File: config.mk
export PLATFORM = sky130hd
export DESIGN_NAME = csr_file
export DESIGN_NICKNAME = d
export VERILOG_FILES = /design/src/rtl/csr_file.sv
export SDC_FILE = /design/constraint.sdc
export NUM_CORES = 1
export LEC_CHECK = 0
export CAP_MARGIN = 10
export CORE_MARGIN = 10
export CORE_UTILIZATION = 35
export DETAILED_ROUTE_END_ITERATION = 16
export DONT_BUFFER_PORTS = 1
export HOLD_SLACK_MARGIN = 0.15
export PLACE_DENSITY_LB_ADDON = 0.08
export SLEW_MARGIN = 20
export SYNTH_ARGS = -nofsm -noshare
export SYNTH_HDL_FRONTEND = slang
export SYNTH_SLANG_ARGS = --single-unit
File: constraint.sdc
create_clock -name clk -period 4.4 [get_ports clk]
set_input_delay 0.44 -clock clk [delete_from_list [all_inputs] [get_ports clk]]
set_output_delay 0.44 -clock clk [all_outputs]
set_load 0.1 [all_outputs]
File: src/rtl/csr_file.sv
// Machine-mode CSR file: atomic RW/RS/RC on the addressed CSR, 64-bit cycle/instret
// counters, and trap-entry / mret updates of the trap-state CSRs.
package csr_file_pkg;
  typedef enum logic [1:0] {
    CSR_WRITE_NONE = 2'd0,
    CSR_WRITE_RW   = 2'd1,
    CSR_WRITE_RS   = 2'd2,
    CSR_WRITE_RC   = 2'd3
  } csr_write_func_e;

  typedef struct packed {
    logic            read_enable;
    logic            write_enable;
    csr_write_func_e write_func;
    logic            input_select;
    logic [31:0]     write_value;
  } csr_params;
endpackage

module csr_file
  import csr_file_pkg::*;
#(
  parameter logic [31:0] HART_ID = 32'd0
) (
  input  logic        clk,
  input  logic        reset,
  input  logic        req_valid,
  input  logic [11:0] req_addr,
  input  csr_params   req_params,
  output logic        rsp_valid,
  output logic [31:0] rsp_rdata,
  output logic        rsp_illegal,
  input  logic        instret_inc,
  input  logic        trap_valid,
  input  logic [31:0] trap_cause,
  input  logic [31:0] trap_pc,
  input  logic [31:0] trap_tval,
  input  logic        mret_valid,
  output logic [31:0] mtvec_o,
  output logic [31:0] mepc_o,
  output logic        mstatus_mie_o
);
  logic        mie_q, mpie_q;
  logic [31:0] irq_en_q, mscratch_q, mcause_q, mtval_q;
  logic [31:2] mtvec_q, mepc_q;
  logic [63:0] mcycle_q, minstret_q;
  logic        rsp_valid_q, rsp_illegal_q;
  logic [31:0] rsp_rdata_q;

  logic        known, illegal_d, wr_en;
  logic [31:0] rdata_d, wval_d, v;

  // read_enable and input_select are consumed upstream; old value is always returned
  logic unused_params;
  assign unused_params = req_params.read_enable ^ req_params.input_select;

  assign v = req_params.write_value;

  always_comb begin
    known   = 1'b1;
    rdata_d = 32'd0;
    case (req_addr)
      12'h300: rdata_d = {19'd0, 2'b11, 3'd0, mpie_q, 3'd0, mie_q, 3'd0};
      12'h301: rdata_d = 32'h4000_0100;
      12'h304: rdata_d = irq_en_q;
      12'h305: rdata_d = {mtvec_q, 2'b00};
      12'h340: rdata_d = mscratch_q;
      12'h341: rdata_d = {mepc_q, 2'b00};
      12'h342: rdata_d = mcause_q;
      12'h343: rdata_d = mtval_q;
      12'h344: rdata_d = 32'd0;
      12'hB00, 12'hC00: rdata_d = mcycle_q[31:0];
      12'hB80, 12'hC80: rdata_d = mcycle_q[63:32];
      12'hB02, 12'hC02: rdata_d = minstret_q[31:0];
      12'hB82, 12'hC82: rdata_d = minstret_q[63:32];
      12'hF11, 12'hF12, 12'hF13: rdata_d = 32'd0;
      12'hF14: rdata_d = HART_ID;
      default: known = 1'b0;
    endcase

    illegal_d = !known || (req_params.write_enable && req_addr[11:10] == 2'b11);

    case (req_params.write_func)
      CSR_WRITE_RW: wval_d = v;
      CSR_WRITE_RS: wval_d = rdata_d | v;
      CSR_WRITE_RC: wval_d = rdata_d & ~v;
      default:      wval_d = rdata_d;
    endcase

    // trap and mret take the cycle; a concurrent CSR write is dropped
    wr_en = req_valid && !illegal_d && req_params.write_enable &&
            req_params.write_func != CSR_WRITE_NONE && !trap_valid && !mret_valid;
  end

  always_ff @(posedge clk) begin
    if (reset) begin
      mie_q         <= 1'b0;
      mpie_q        <= 1'b0;
      irq_en_q      <= 32'd0;
      mtvec_q       <= 30'd0;
      mscratch_q    <= 32'd0;
      mepc_q        <= 30'd0;
      mcause_q      <= 32'd0;
      mtval_q       <= 32'd0;
      mcycle_q      <= 64'd0;
      minstret_q    <= 64'd0;
      rsp_valid_q   <= 1'b0;
      rsp_rdata_q   <= 32'd0;
      rsp_illegal_q <= 1'b0;
    end else begin
      rsp_valid_q   <= req_valid;
      rsp_rdata_q   <= rdata_d;
      rsp_illegal_q <= req_valid && illegal_d;

      // a write to either half replaces it and holds the counter for this cycle
      if (wr_en && req_addr == 12'hB00)      mcycle_q[31:0]  <= wval_d;
      else if (wr_en && req_addr == 12'hB80) mcycle_q[63:32] <= wval_d;
      else                                   mcycle_q <= mcycle_q + 64'd1;

      if (wr_en && req_addr == 12'hB02)      minstret_q[31:0]  <= wval_d;
      else if (wr_en && req_addr == 12'hB82) minstret_q[63:32] <= wval_d;
      else                                   minstret_q <= minstret_q + {63'd0, instret_inc};

      if (trap_valid) begin
        mepc_q   <= trap_pc[31:2];
        mcause_q <= trap_cause;
        mtval_q  <= trap_tval;
        mpie_q   <= mie_q;
        mie_q    <= 1'b0;
      end else if (mret_valid) begin
        mie_q  <= mpie_q;
        mpie_q <= 1'b1;
      end else if (wr_en) begin
        case (req_addr)
          12'h300: begin
            mie_q  <= wval_d[3];
            mpie_q <= wval_d[7];
          end
          12'h304: irq_en_q   <= wval_d;
          12'h305: mtvec_q    <= wval_d[31:2];
          12'h340: mscratch_q <= wval_d;
          12'h341: mepc_q     <= wval_d[31:2];
          12'h342: mcause_q   <= wval_d;
          12'h343: mtval_q    <= wval_d;
          default: ;
        endcase
      end
    end
  end

  assign rsp_valid     = rsp_valid_q;
  assign rsp_rdata     = rsp_rdata_q;
  assign rsp_illegal   = rsp_illegal_q;
  assign mtvec_o       = {mtvec_q, 2'b00};
  assign mepc_o        = {mepc_q, 2'b00};
  assign mstatus_mie_o = mie_q;
endmodule

==> summary.md <==
| Metric | Value |
|---|---|
| Resized cells post-CTS | `0` |
| HP Class | `in -> reg` |
| DRT Pass-1 Iters | `6` |
| Max Transition Viols Final | `0` |
| CTS tree | `yes` |
| Drc violations | `0` |
| CP arrival | `between 4 and 5 ns` |
| RSZ-0062 raised after global routing | `no` |
| Die width | `approximately 260 um` |
| Net Sw Frac | `28.44%` |
| Slew headroom | `18.46%` |
| Main synth FF type | `dfxtp_1` |
| Clock slew seen by the registers of the worst setup and hold paths | `around 0.06 ns` |
| Period utilisation layout | `around 89%` |
| Postcts setup bufs | `0` |
| Clock Path Buffers | `3` |
| GR Overflow Total | `0` |
| Status | `completed` |
| Post-layout util | `a little over two fifths` |
| Syn Area/Cell | `about 7.7 sq um` |
| Post-Syn Instances | `approximately 2,600` |
| Post-synth EDFFs | `0` |
| CP Data Required Time | `around 5 ns` |
| Busiest grt layer | `met2` |
| Critical path launch point type | `flip-flop` |
| Achievable Freq | `0.2555 GHz` |
| CP Class | `reg -> reg` |
| Nets | `roughly 2,900` |
| Final ANT Viol Nets | `0` |
| Worst hold margin | `about 0.18 ns` |
| Clock Skew | `0.02025 ns` |
| Leakage | `between 8 and 9 nW` |
| Pre-CTS setup slack | `approximately 0.94 ns` |
| Warnings, synthesis | `0` |
| GRT met1 Usage | `43.86%` |
| Die Height | `259.9 um` |
| Post-route minimum period | `a little under 4 ns` |
| M3 GR Usage | `about a tenth` |
| Via count | `22,898` |
| Fraction of registers with async set/reset | `0%` |
| Sequential cell area fraction in the yosys report | `between 30% and 40%` |
| Hold Fails Final Rpt | `0` |
| DRT Wirelength | `approximately 110 mm` |
| P_sw | `roughly 2.3 mW` |
| Setup ws final | `roughly 0.49 ns` |
| Via density | `about 6.5` |
| CTS Root Cell | `clkbuf_16` |
| Cell variety after synth | `87` |
| Final setup violation count | `0` |
| Comb power frac | `approximately 12%` |
| First-pass GRT wire length | `159.3 mm` |
| Max IR drop VDD | `around 280 uV` |
| Largest net degree at the start of global routing | `232` |
| Initial Util | `between 30% and 40%` |
| Area grow syn2layout | `23.28%` |
| CTS buffer count | `43` |
| I/O pins | `250` |
| Layout Cells excl Fill | `around 3,500` |
| Worst Max-Slew Pin Slew | `1.216 ns` |
| CTS H-tree depth | `2` |
| Vias in the first global route | `~21,000` |
| Iter 0 DRT Violations | `a little over 3,000` |
| Placed cell area | `approximately 0.021 sq mm` |
| IO buf count | `0` |
| Clk sinks | `approximately 350` |
| Antenna violations before repair | `9` |
| Die Footprint | `0.06754 sq mm` |
| Clk_lat worst skew | `0.60 ns` |
| Tot Pwr | `a little under 8 mW` |
| Detailed Place HPWL | `roughly 80 mm` |
| Std-Cell Rows | `87` |
| #FFs+latches synth | `around 350` |
| Crit. End Element | `flip-flop` |
| Final GP Congestion | `slightly below 1` |
| Fill cells | `approximately 5,700` |
| P_int | `about 5.7 mW` |
| Placed cells | `3,269` |
| Design area | `roughly 0.025 sq mm` |
| Clk network pwr share | `46.4%` |
| Layout cell share with drive strength beyond 1 | `10.89%` |
| Hold_buf cts | `roughly 190` |
| Setup_tns | `0 ns` |
| Wire per inst | `32.10 um` |
| Syn Std Cell Area | `roughly 0.02 sq mm` |
| Core region area | `0.05671 sq mm` |
| Tot GR Track Use | `about a third` |
| Worst-path fanout max | `10` |
| GR Util met2 | `45.97%` |
| Sequential Power Share | `between 40 and 50%` |
| Maxcap violations | `0` |
| P per Cell Area | `between 300 and 400 mW/mm^2` |
[final cells by class]
class,instances,area [sq um],area share [%]
antenna,8,20.02,0.08062
inverter,23,86.33,0.3477
clock buffer,60,1170,4.711
multi-input combinational,1993,12230,49.24
timing repair buffer,339,3095,12.47
clock inverter,16,240.2,0.9675
tap,756,945.9,3.810
sequential,352,7047,28.38
[cells by family after synthesis]
group / after synthesis / synth area share, %
adders and majority gates: 3 / 0.1864
AOI/OAI and AO/OA: 890 / 29.22
xor gates and xnor gates: 35 / 1.522
other: 1 / 0.01862
muxes: 77 / 4.920
DFF: 352 / 34.99
buffers and inverters: 262 / 5.082
and+or+nand+nor: 984 / 24.06
[state kept, by name, indices dropped and copies added, names as in the netlist]
signal         flops
mpie_q             1
minstret_q        64
mstatus_mie_o      1
rsp_valid          1
mcause_q          32
rsp_illegal        1
mepc_q            30
mtvec_q           30
rsp_rdata         32
mtval_q           32
mcycle_q          64
irq_en_q          32
mscratch_q        32
[layer usage]
layer | vias up | share of wire [%]
li1 | 10077 | -
met2 | 1321 | 42
met3 | 193 | 11
met4 | 8 | 4.4
met5 | - | 0.085
met1 | 11299 | 42
[cell usage after synthesis (25+ instances only)]
library cell    n  share of area [%]
dfxtp_1       352                 35
nor2_1        274                5.1
nand2_1       248                4.6
a21oi_1       245                6.1
clkbuf_1      194                3.6
o21ai_0       153                3.8
nand3_1       124                3.1
a211oi_1       94                3.5
nand4_1        60                1.9
nor3_1         59                1.5
a31oi_1        58                1.8
a22oi_1        50                1.9
o22ai_1        38                1.2
mux2i_1        36                1.8
and2_1         34                1.1
a211o_1        33                1.4
nor4_1         31               0.96
o211a_1        31                1.5
nand2b_1       27               0.84
mux2_2         26                1.5
xnor2_1        26                1.1
and3_1         25               0.78
[final timing paths]
kind | endpoint | cells past startpoint | startpoint | slack [ns]
worst max register to register | mepc_q[12]$_SDFFE_PP0P_ | 8 | mepc_q[12]$_SDFFE_PP0P_ | 0.49
worst min-delay path | minstret_q[0]$_SDFFE_PP0P_ | 3 | instret_inc | 0.18
worst min register to register | irq_en_q[18]$_SDFFE_PP0P_ | 2 | irq_en_q[18]$_SDFFE_PP0P_ | 0.45
worst max-delay path | mepc_q[12]$_SDFFE_PP0P_ | 8 | mepc_q[12]$_SDFFE_PP0P_ | 0.49
[power by group through the flow]
stage | Clock [mW] | Combinational [mW] | Sequential, mW
floorplan | 0 | 0.416 | 3.47
global placement | 0 | 0.705 | 3.40
detailed placement | 0 | 0.708 | 3.40
CTS | 3.70 | 0.880 | 3.33
global route | 3.83 | 0.934 | 3.34
finish | 3.67 | 0.912 | 3.34
[worst max-delay path, cell delays in order, from the launching register on]
cell           delay [ns]
dfxtp_1              0.66
mux2_2               0.46
a22oi_1              0.36
o22ai_1              0.19
o41ai_1              0.38
o311a_1              0.82
a211o_1              0.23
a21oi_1              0.07
dlygate4sd3_1        0.62
[layout by cell type (no fill, tap or decap), drive strengths merged, types with 38 or more instances in the layout]
cell type and count:
a211oi 94, a21oi 245, a22oi 50, a31oi 58
buf 147, clkbuf 60, dfxtp 352, dlygate4sd3 192
nand2 248, nand3 124, nand4 61, nor2 274
nor3 61, o21ai 159, o22ai 38
Note: power is estimated with default switching activity, not from simulation.
